File: config.mk
export PLATFORM = sky130hd
export DESIGN_NAME = alu_op_issue
export DESIGN_NICKNAME = d
export VERILOG_FILES = /design/src/rtl/kisc_pkg.sv /design/src/rtl/alu_op_decode.sv /design/src/rtl/alu_op_issue.sv
export SDC_FILE = /design/constraint.sdc
export NUM_CORES = 1
export LEC_CHECK = 0
export BUFFER_PORTS_ARGS = -buffer_cell sky130_fd_sc_hd__buf_4
export CORE_AREA = 2 2 159 161
export DETAILED_ROUTE_END_ITERATION = 8
export DIE_AREA = 0 0 161 163
export SYNTH_ARGS = -nofsm -noshare
export SYNTH_HDL_FRONTEND = slang
export SYNTH_HIERARCHICAL = 1
export SYNTH_SLANG_ARGS = --single-unit
File: constraint.sdc
create_clock -name clk -period 2.8 [get_ports clk]
set_input_delay 0.56 -clock clk [delete_from_list [all_inputs] [get_ports clk]]
set_output_delay 0.56 -clock clk [all_outputs]
set_load 0.02 [all_outputs]
File: src/rtl/kisc_pkg.sv
// kisc_pkg: shared ALU mode codes, RV32I opcodes, immediate formats and the issue entry type
package kisc_pkg;
    localparam logic [3:0] ALU_ADD  = 4'b0000;
    localparam logic [3:0] ALU_SUB  = 4'b1000;
    localparam logic [3:0] ALU_SLL  = 4'b0001;
    localparam logic [3:0] ALU_SLT  = 4'b0010;
    localparam logic [3:0] ALU_SLTU = 4'b0011;
    localparam logic [3:0] ALU_XOR  = 4'b0100;
    localparam logic [3:0] ALU_SRL  = 4'b0101;
    localparam logic [3:0] ALU_SRA  = 4'b1101;
    localparam logic [3:0] ALU_OR   = 4'b0110;
    localparam logic [3:0] ALU_AND  = 4'b0111;

    localparam logic [6:0] OPC_OP     = 7'b0110011;
    localparam logic [6:0] OPC_OP_IMM = 7'b0010011;
    localparam logic [6:0] OPC_LUI    = 7'b0110111;
    localparam logic [6:0] OPC_AUIPC  = 7'b0010111;
    localparam logic [6:0] OPC_JAL    = 7'b1101111;
    localparam logic [6:0] OPC_JALR   = 7'b1100111;

    localparam logic [6:0] F7_BASE = 7'b0000000;
    localparam logic [6:0] F7_ALT  = 7'b0100000;

    typedef enum logic [1:0] {IMM_I, IMM_U} imm_fmt_e;

    typedef struct packed {
        logic [3:0]  m;
        logic [31:0] a;
        logic [31:0] b;
        logic [4:0]  rd;
        logic        wen;
        logic        illegal;
    } alu_entry_t;

    function automatic logic [31:0] imm_of(input imm_fmt_e fmt, input logic [31:0] instr);
        return fmt == IMM_U ? {instr[31:12], 12'b0} : {{20{instr[31]}}, instr[31:20]};
    endfunction
endpackage

File: src/rtl/alu_op_decode.sv
// alu_op_decode: combinational RV32I decode into ALU mode and operands
// Ports: instr/pc/rs1/rs2 in; m, a, b, rd, wen, illegal out.
// Legality checking only exists when ALU_ISSUE_ILLEGAL_EN is defined.
module alu_op_decode
    import kisc_pkg::*;
(
    input  logic [31:0] instr,
    input  logic [31:0] pc,
    input  logic [31:0] rs1,
    input  logic [31:0] rs2,
    output logic [3:0]  m,
    output logic [31:0] a,
    output logic [31:0] b,
    output logic [4:0]  rd,
    output logic        wen,
    output logic        illegal
);
    logic [6:0]  opc;
    logic [2:0]  f3;
    logic [3:0]  m_d;
    logic [31:0] a_d;
    logic [31:0] b_d;
    logic        bad;

    assign opc = instr[6:0];
    assign f3  = instr[14:12];
    assign rd  = instr[11:7];

    // Unknown opcodes fall through as an add of rs1 and rs2.
    always_comb begin
        m_d = ALU_ADD;
        a_d = rs1;
        b_d = rs2;
        case (opc)
            OPC_OP:            m_d = {instr[30], f3};
            OPC_OP_IMM: begin
                m_d = {f3 == 3'b101 && instr[30], f3};
                b_d = imm_of(IMM_I, instr);
            end
            OPC_LUI: begin
                a_d = '0;
                b_d = imm_of(IMM_U, instr);
            end
            OPC_AUIPC: begin
                a_d = pc;
                b_d = imm_of(IMM_U, instr);
            end
            OPC_JAL, OPC_JALR: begin
                a_d = pc;
                b_d = 32'd4;
            end
            default: ;
        endcase
    end

`ifdef ALU_ISSUE_ILLEGAL_EN
    logic [6:0] f7;
    assign f7 = instr[31:25];
    always_comb begin
        case (opc)
            OPC_OP:     bad = !(f7 == F7_BASE || (f7 == F7_ALT && (f3 == 3'b000 || f3 == 3'b101)));
            OPC_OP_IMM: bad = (f3 == 3'b001 && f7 != F7_BASE) ||
                              (f3 == 3'b101 && f7 != F7_BASE && f7 != F7_ALT);
            OPC_LUI, OPC_AUIPC, OPC_JAL, OPC_JALR: bad = 1'b0;
            default:    bad = 1'b1;
        endcase
    end
`else
    assign bad = 1'b0;
`endif

    assign illegal = bad;
    assign m       = bad ? ALU_ADD : m_d;
    assign a       = bad ? '0 : a_d;
    assign b       = bad ? '0 : b_d;
    assign wen     = !bad && rd != 5'd0;
endmodule

File: src/rtl/alu_op_issue.sv
// alu_op_issue: ALU issue stage with registered output and one-entry skid buffer
// Ports: clk, rst (sync, active-high), flush; in_valid/in_ready with in_instr, in_pc,
// in_rs1_val, in_rs2_val; out_valid/out_ready with out_m, out_a, out_b, out_rd,
// out_wen, out_illegal. Illegal detection is enabled by ALU_ISSUE_ILLEGAL_EN.
module alu_op_issue
    import kisc_pkg::*;
#(
    parameter int XLEN = 32
) (
    input  logic            clk,
    input  logic            rst,
    input  logic            flush,
    input  logic            in_valid,
    output logic            in_ready,
    input  logic [31:0]     in_instr,
    input  logic [XLEN-1:0] in_pc,
    input  logic [XLEN-1:0] in_rs1_val,
    input  logic [XLEN-1:0] in_rs2_val,
    output logic            out_valid,
    input  logic            out_ready,
    output logic [3:0]      out_m,
    output logic [XLEN-1:0] out_a,
    output logic [XLEN-1:0] out_b,
    output logic [4:0]      out_rd,
    output logic            out_wen,
    output logic            out_illegal
);
    logic [3:0]  d_m;
    logic [31:0] d_a;
    logic [31:0] d_b;
    logic [4:0]  d_rd;
    logic        d_wen;
    logic        d_ill;
    alu_entry_t  dec;
    alu_entry_t  out_q;
    alu_entry_t  skid_q;
    logic        acc;

    alu_op_decode u_dec (
        .instr   (in_instr),
        .pc      (in_pc),
        .rs1     (in_rs1_val),
        .rs2     (in_rs2_val),
        .m       (d_m),
        .a       (d_a),
        .b       (d_b),
        .rd      (d_rd),
        .wen     (d_wen),
        .illegal (d_ill)
    );

    assign dec = {d_m, d_a, d_b, d_rd, d_wen, d_ill};
    assign acc = in_valid && in_ready;

    // in_ready doubles as "skid empty": the skid holds an entry exactly when it is low.
    always_ff @(posedge clk) begin
        if (rst || flush) begin
            out_valid <= 1'b0;
            in_ready  <= 1'b1;
            out_q     <= '0;
            skid_q    <= '0;
        end else if (!out_valid || out_ready) begin
            out_valid <= !in_ready || acc;
            in_ready  <= 1'b1;
            if (!in_ready) out_q <= skid_q;
            else if (acc) out_q <= dec;
        end else if (acc) begin
            skid_q   <= dec;
            in_ready <= 1'b0;
        end
    end

    assign out_m       = out_q.m;
    assign out_a       = out_q.a;
    assign out_b       = out_q.b;
    assign out_rd      = out_q.rd;
    assign out_wen     = out_q.wen;
    assign out_illegal = out_q.illegal;
endmodule

==> run metrics, run 1 <==
Post-Syn Instances 793; Setup-failing EPs final 0; critical path type primary input to flop; vias 6527; yosys warns 6; Final Non-Filler Cells 1299; FFs w/ async S/R, synth 0%; gr busiest metal met2; first drt pass iteration count 5; vias per cell 5.02; Worst VDD drop 0.297 mV; Pwr Density 560 nW/um^2; CTS Buf Count 17; post-route setup slack 0.560 ns; DIE AREA 26200 um^2; post-synthesis cell type count 35; Initial Util 29.4%; dpl ws 0.178 ns; CP Data Arrival Time 2.58 ns; WL/cell 17.6 um; reg2reg setup slack 0.99 ns; max_cap viols 0; syn_area_per_cell 9.15 um^2; number of synthesized flops with an enable pin 0; worst r2r src in_ready; Synth-to-Final Area Change 32.7%; Critical Path RT 3.14 ns; largest family of logic cells by synthesized area compound AO/OA/AOI/OAI gates; # hold bufs at CTS 0; M1 GR Usage 24.9%; Pleak 0.00422 uW; met2 global-route usage 26.0%; Die W 161 um; Clock Tree Root clkbuf_16; FP Rows 58; Critical Path End Type flop; initial antenna violation count 0; Crit Path Max Fanout 22; CTS clk-pin slew, worst paths 0.06 ns; Filler cells 2490; worst-margin pin slew 0.965 ns; reg2reg path depth 4; Synth Area in Simple Gates 10.6%; worst-case clock buffer depth 2; outcome completed; adder-cell share of the synthesized area 0%; post-cts resize count 0; Critical Path Source Type primary input; worst reg2reg endpoint skid_q[32]; syn nets 926; setup TNS 0 ns; Layout Skew 0.0102 ns; synthesized area 7260 um^2; min Tclk post-route 2.24 ns; Die Span Y 163 um; Worst slew margin 35.6%; register area share after synthesis 41.9%; Tcrit/Tclk final 80.0%; Most used DFF post-synth dfxtp_1; Slew Limit Fails 0; Total GRT Usage 17.2%; hpwl dp 15.2 mm; Clock Latency Late Sink 0.42 ns; NumNets Final 1090; vias in the first global route 5993; CTS HTree Levels 4; ANT cells 0; compound-cell area share of the yosys netlist 29.9%; largest net degree at the start of global routing 78; initial drt markers 490; Pwr Total 5390 uW; met3 Use GR 4.05%; post-CTS setup buffer count 0; f_max 446 MHz; post-route ant nets 0; # IOs 210; share of layout cells above drive strength 1 33.4%; crit path launch in_instr[5]; post-layout util 39.0%; Yosys reg bits 152; grt ovf 0; Port Buffers 209; Post-Route WL 22.9 mm; clock sink count 152; RD Place Congestion 0.767; DRC Markers 0; commonest non-fill, non-tap cell in the layout buf_4; placed instance count 1268; HP Class primary input to flop; final number of hold-violating endpoints 0; CP Capture Point out_b[10]; Post-Synth XOR/XNOR Area 0%; most frequent cells in the layout buf_4 (227), nand2_1 (153), a21oi_1 (152), dfxtp_1 (151), mux2i_1 (75); mux cell area share after synthesis 10.3%; TritonCTS clock tree done; Placeable Area 24700 um^2; RSZ-0062 raised after global routing no; first-pass GRT wire length 35.5 mm
stage by stage:
step                      hold slack [ns]  instance area (um^2)
after global placement              0.440                  9020
after global routing                0.393                  9630
final                               0.415                  9630
after CTS                           0.391                  9630
after detailed placement            0.446                  9020
after floorplan                     0.436                  7260
critical path, stage by stage:
cell and delay [ns]:
buf_4 0.12, nor2b_1 0.26, nor3_4 0.07, nor2_2 0.73, buf_4 0.32, a22o_1 0.19
mux2i_1 0.09, a211oi_2 0.23
synth_stat cells, types with 2 or more instances:
library cell	instances	area [um^2]
a211oi_1	25	188
a211oi_2	50	626
a21oi_1	152	761
a221o_1	19	190
a22o_1	43	377
and2_1	4	25.0
buf_2	34	170
buf_4	17	128
buf_6	10	113
clkbuf_1	25	93.8
clkbuf_4	2	15.0
dfxtp_1	152	3040
mux2i_1	75	751
nand2_1	153	574
nand3_1	3	15.0
nor2_1	7	26.3
nor2_2	2	12.5
nor2b_1	2	12.5
nor3_1	2	10.0
per-layer routing:
layer / routed length [um] / share of wire (%)
met5: 0 / 0
met4: 302 / 1.3
met3: 1260 / 5.5
met2: 10300 / 45
met1: 11100 / 48
kinds of logic after synthesis:
family                 after synthesis
multiplexers                        75
flip-flops                         152
buffers and inverters               88
other                                1
AO/OA/AOI/OAI                      293
AND/OR/NAND/NOR                    184
worst min path at each step:
stage                 start  slack, ns  depth (start not counted)         end
2_1_floorplan     skid_q[0]       0.44                          2   skid_q[0]
3_3_place_gp     skid_q[44]       0.44                          2  skid_q[44]
3_5_place_dp      skid_q[4]       0.45                          2   skid_q[4]
4_1_cts         in_instr[8]       0.39                          3   skid_q[3]
5_1_grt        in_instr[10]       0.39                          3   skid_q[5]
6_report       in_instr[11]       0.42                          3   skid_q[6]
layout make-up:
| class | instances | area [um^2] | area share [%] |
|---|---|---|---|
| multi-input cells | 553 | 3730 | 38.8 |
| flip-flops and latches | 152 | 3050 | 31.6 |
| repair buffers | 233 | 1820 | 18.9 |
| clock buffers | 22 | 474 | 4.92 |
| well taps | 330 | 413 | 4.29 |
| clock inverters | 9 | 139 | 1.44 |
power by group:
group,internal (uW),switching [uW]
logic,340,395
clock network,1480,929
registers,2220,32.8
registers in the layout, summed over array words and instances (netlist names), 4 cells and up:
| name | cells |
|---|---|
| skid_q | 75 |
| out_m | 4 |
| out_a | 32 |
| out_b | 32 |
| out_rd | 5 |
No activity file was read; power rests on OpenSTA's default activity.
==> run 2: changes to the inputs <==
==> constraint.sdc (replaced) <==
create_clock -name clk -period 1.8 [get_ports clk]
set_input_delay 0.36 -clock clk [delete_from_list [all_inputs] [get_ports clk]]
set_output_delay 0.36 -clock clk [all_outputs]
set_load 0.02 [all_outputs]
==> run 2 against run 1 <==
  * Die area did not move
  * Count of clock-buffer cells in the layout fell by 4
  * Wire length rose by 4.1%
  * Critical path type unchanged
==> run metrics, run 2 (synthesis results as in run 1) <==
outcome completed; DP Area 9180 um^2 (+1.8%); clock sink count 152 (unchanged); NumNets Final 1099 (+0.83%); Synth-to-Final Area Change 34.6%; Logic pwr share 14.2% (+0.6 points); Pleak 0.00429 uW (+1.6%); post-layout util 39.6% (+0.55 points); Post-Route WL 23.9 mm (+4.1%); Pwr Density 842 nW/um^2 (+50%); Critical Path End Type flop; first-pass GRT wire length 37.0 mm (+4.4%); Tcrit/Tclk final 99.9%; # IOs 210 (unchanged); Clock Tree Root clkbuf_16; Setup-failing EPs final 0 (unchanged); initial antenna violation count 0 (unchanged); ANT cells 0 (unchanged); internal power component 5970 uW (+48%); Clock Latency Late Sink 0.42 ns (about the same); TritonCTS clock tree done; Placeable Area 24700 um^2 (unchanged); vias per cell 5.07 (+0.85%); Psw 2260 uW (+66%); Worst slew margin 39.3% (+3.7 points); Layout Skew 0.00801 ns (-0.00222 ns); Crit Path Max Fanout 32 (+45%); WL/cell 18.2 um (+3.3%); hold path startpoint in_instr[8]; crit path launch in_instr[4]; sequential share of power 42.6% (+0.9 points); worst-margin pin slew 0.908 ns (-0.0565 ns); Initial Util 29.4% (unchanged); initial drt markers 396 (-19%); max reg flops 75 (unchanged); Filler cells 2500 (+0.40%); CTS clk-pin slew, worst paths 0.07 ns (about the same); final number of hold-violating endpoints 0 (unchanged); Worst VDD drop 0.489 mV (+65%); Die W 161 um (unchanged); grt ovf 0 (unchanged); most frequent cells in the layout buf_4 (228), nand2_1 (153), a21oi_1 (152), dfxtp_1 (151), mux2i_1 (75); Clk pwr share 43.3% (-1.3 points); f_max 556 MHz; DIE AREA 26200 um^2 (unchanged); DRC Markers 0 (unchanged); Port Buffers 209 (unchanged); commonest non-fill, non-tap cell in the layout buf_4; Slew Limit Fails 0 (unchanged); Die Span Y 163 um (unchanged); Critical Path Source Type primary input; critical path type primary input to flop; sw frac 27.4% (+2.3 points); Reg with most FFs skid_q; CP Data Arrival Time 2.14 ns (-0.44 ns); share of layout cells above drive strength 1 34.5% (+1.1 points); CTS Buf Count 17 (unchanged); Pwr Total 8230 uW (+53%); # hold bufs at CTS 0 (unchanged); vias in the first global route 6496 (+8.4%); RD Place Congestion 0.750 (-2.1%); HP Class primary input to flop; Total GRT Usage 18.0% (+0.75 points); CTS HTree Levels 4 (unchanged); min Tclk post-route 1.80 ns; max_cap viols 0 (unchanged); worst-case clock buffer depth 2 (unchanged); first drt pass iteration count 5 (unchanged); post-route ant nets 0 (unchanged); FP Rows 58 (unchanged); post-layout instance area 9770 um^2 (+1.4%); largest net degree at the start of global routing 78 (unchanged); hpwl dp 15.5 mm (+1.7%); Critical Path RT 2.14 ns (-1.00 ns); RSZ-0062 raised after global routing yes; vias 6633 (+1.6%); worst r2r src in_ready
==> run 2: layout make-up <==
cell class              instances  area [um^2]  share of cell area (%)
clock inverters                14          143                    1.46
multi-input cells             553         3730                    38.2
flip-flops and latches        152         3050                    31.2
well taps                     330          413                    4.23
repair buffers                242         1990                    20.4
clock buffers                  18          439                    4.50
==> run 2: power groups by stage <==
stage	Combinational [uW]	Sequential (uW)	Clock, uW
after floorplan	554	3660	0
after global placement	1160	3580	0
after detailed placement	1170	3580	0
after CTS	1180	3500	3670
after global routing	1250	3510	3800
final	1170	3500	3560
==> run 2: stage by stage <==
step                      setup TNS, ns  cells  worst slack [ns]  hold slack (ns)
after floorplan                   -4.67    793            -0.107            0.436
after global placement           -49.21   1277            -0.510            0.440
after detailed placement         -51.57   1277            -0.550            0.446
after CTS                             0   1309           0.00831            0.179
after global routing             -0.569   1309           -0.0676            0.200
final                                 0   1309           0.00115            0.203
==> run 2: final timing paths <==
path                     end  cells past startpoint  slack (ns)
setup reg to reg    out_a[4]                      4        0.26
hold / removal     skid_q[3]                      3        0.20
setup / recovery    out_a[4]                      7       0.001
hold reg to reg   skid_q[39]                      2        0.45
==> run 2: repair_timing <==
item / in CTS / in global routing
gates resized for setup: 1 / 1
setup endpoints to repair: 44 / 35
setup buffers: 0 / 0
pin swaps: 0 / 16
==> run 2: worst max-delay path, stage by stage <==
cell	delay [ns]
buf_4	0.11
or3b_4	0.29
nor2_2	0.07
nor2_4	0.69
a22o_1	0.27
mux2i_1	0.10
a211oi_2	0.24
==> run 2: per-layer routing <==
metal / GRT usage [%] / wire, um / up-vias
li1: - / - / 3216
met1: 23.3 / 11000 / 3185
met2: 29.3 / 10900 / 204
met3: 4.51 / 1440 / 28
met4: 6.05 / 506 / 0
met5: 0 / 0 / -
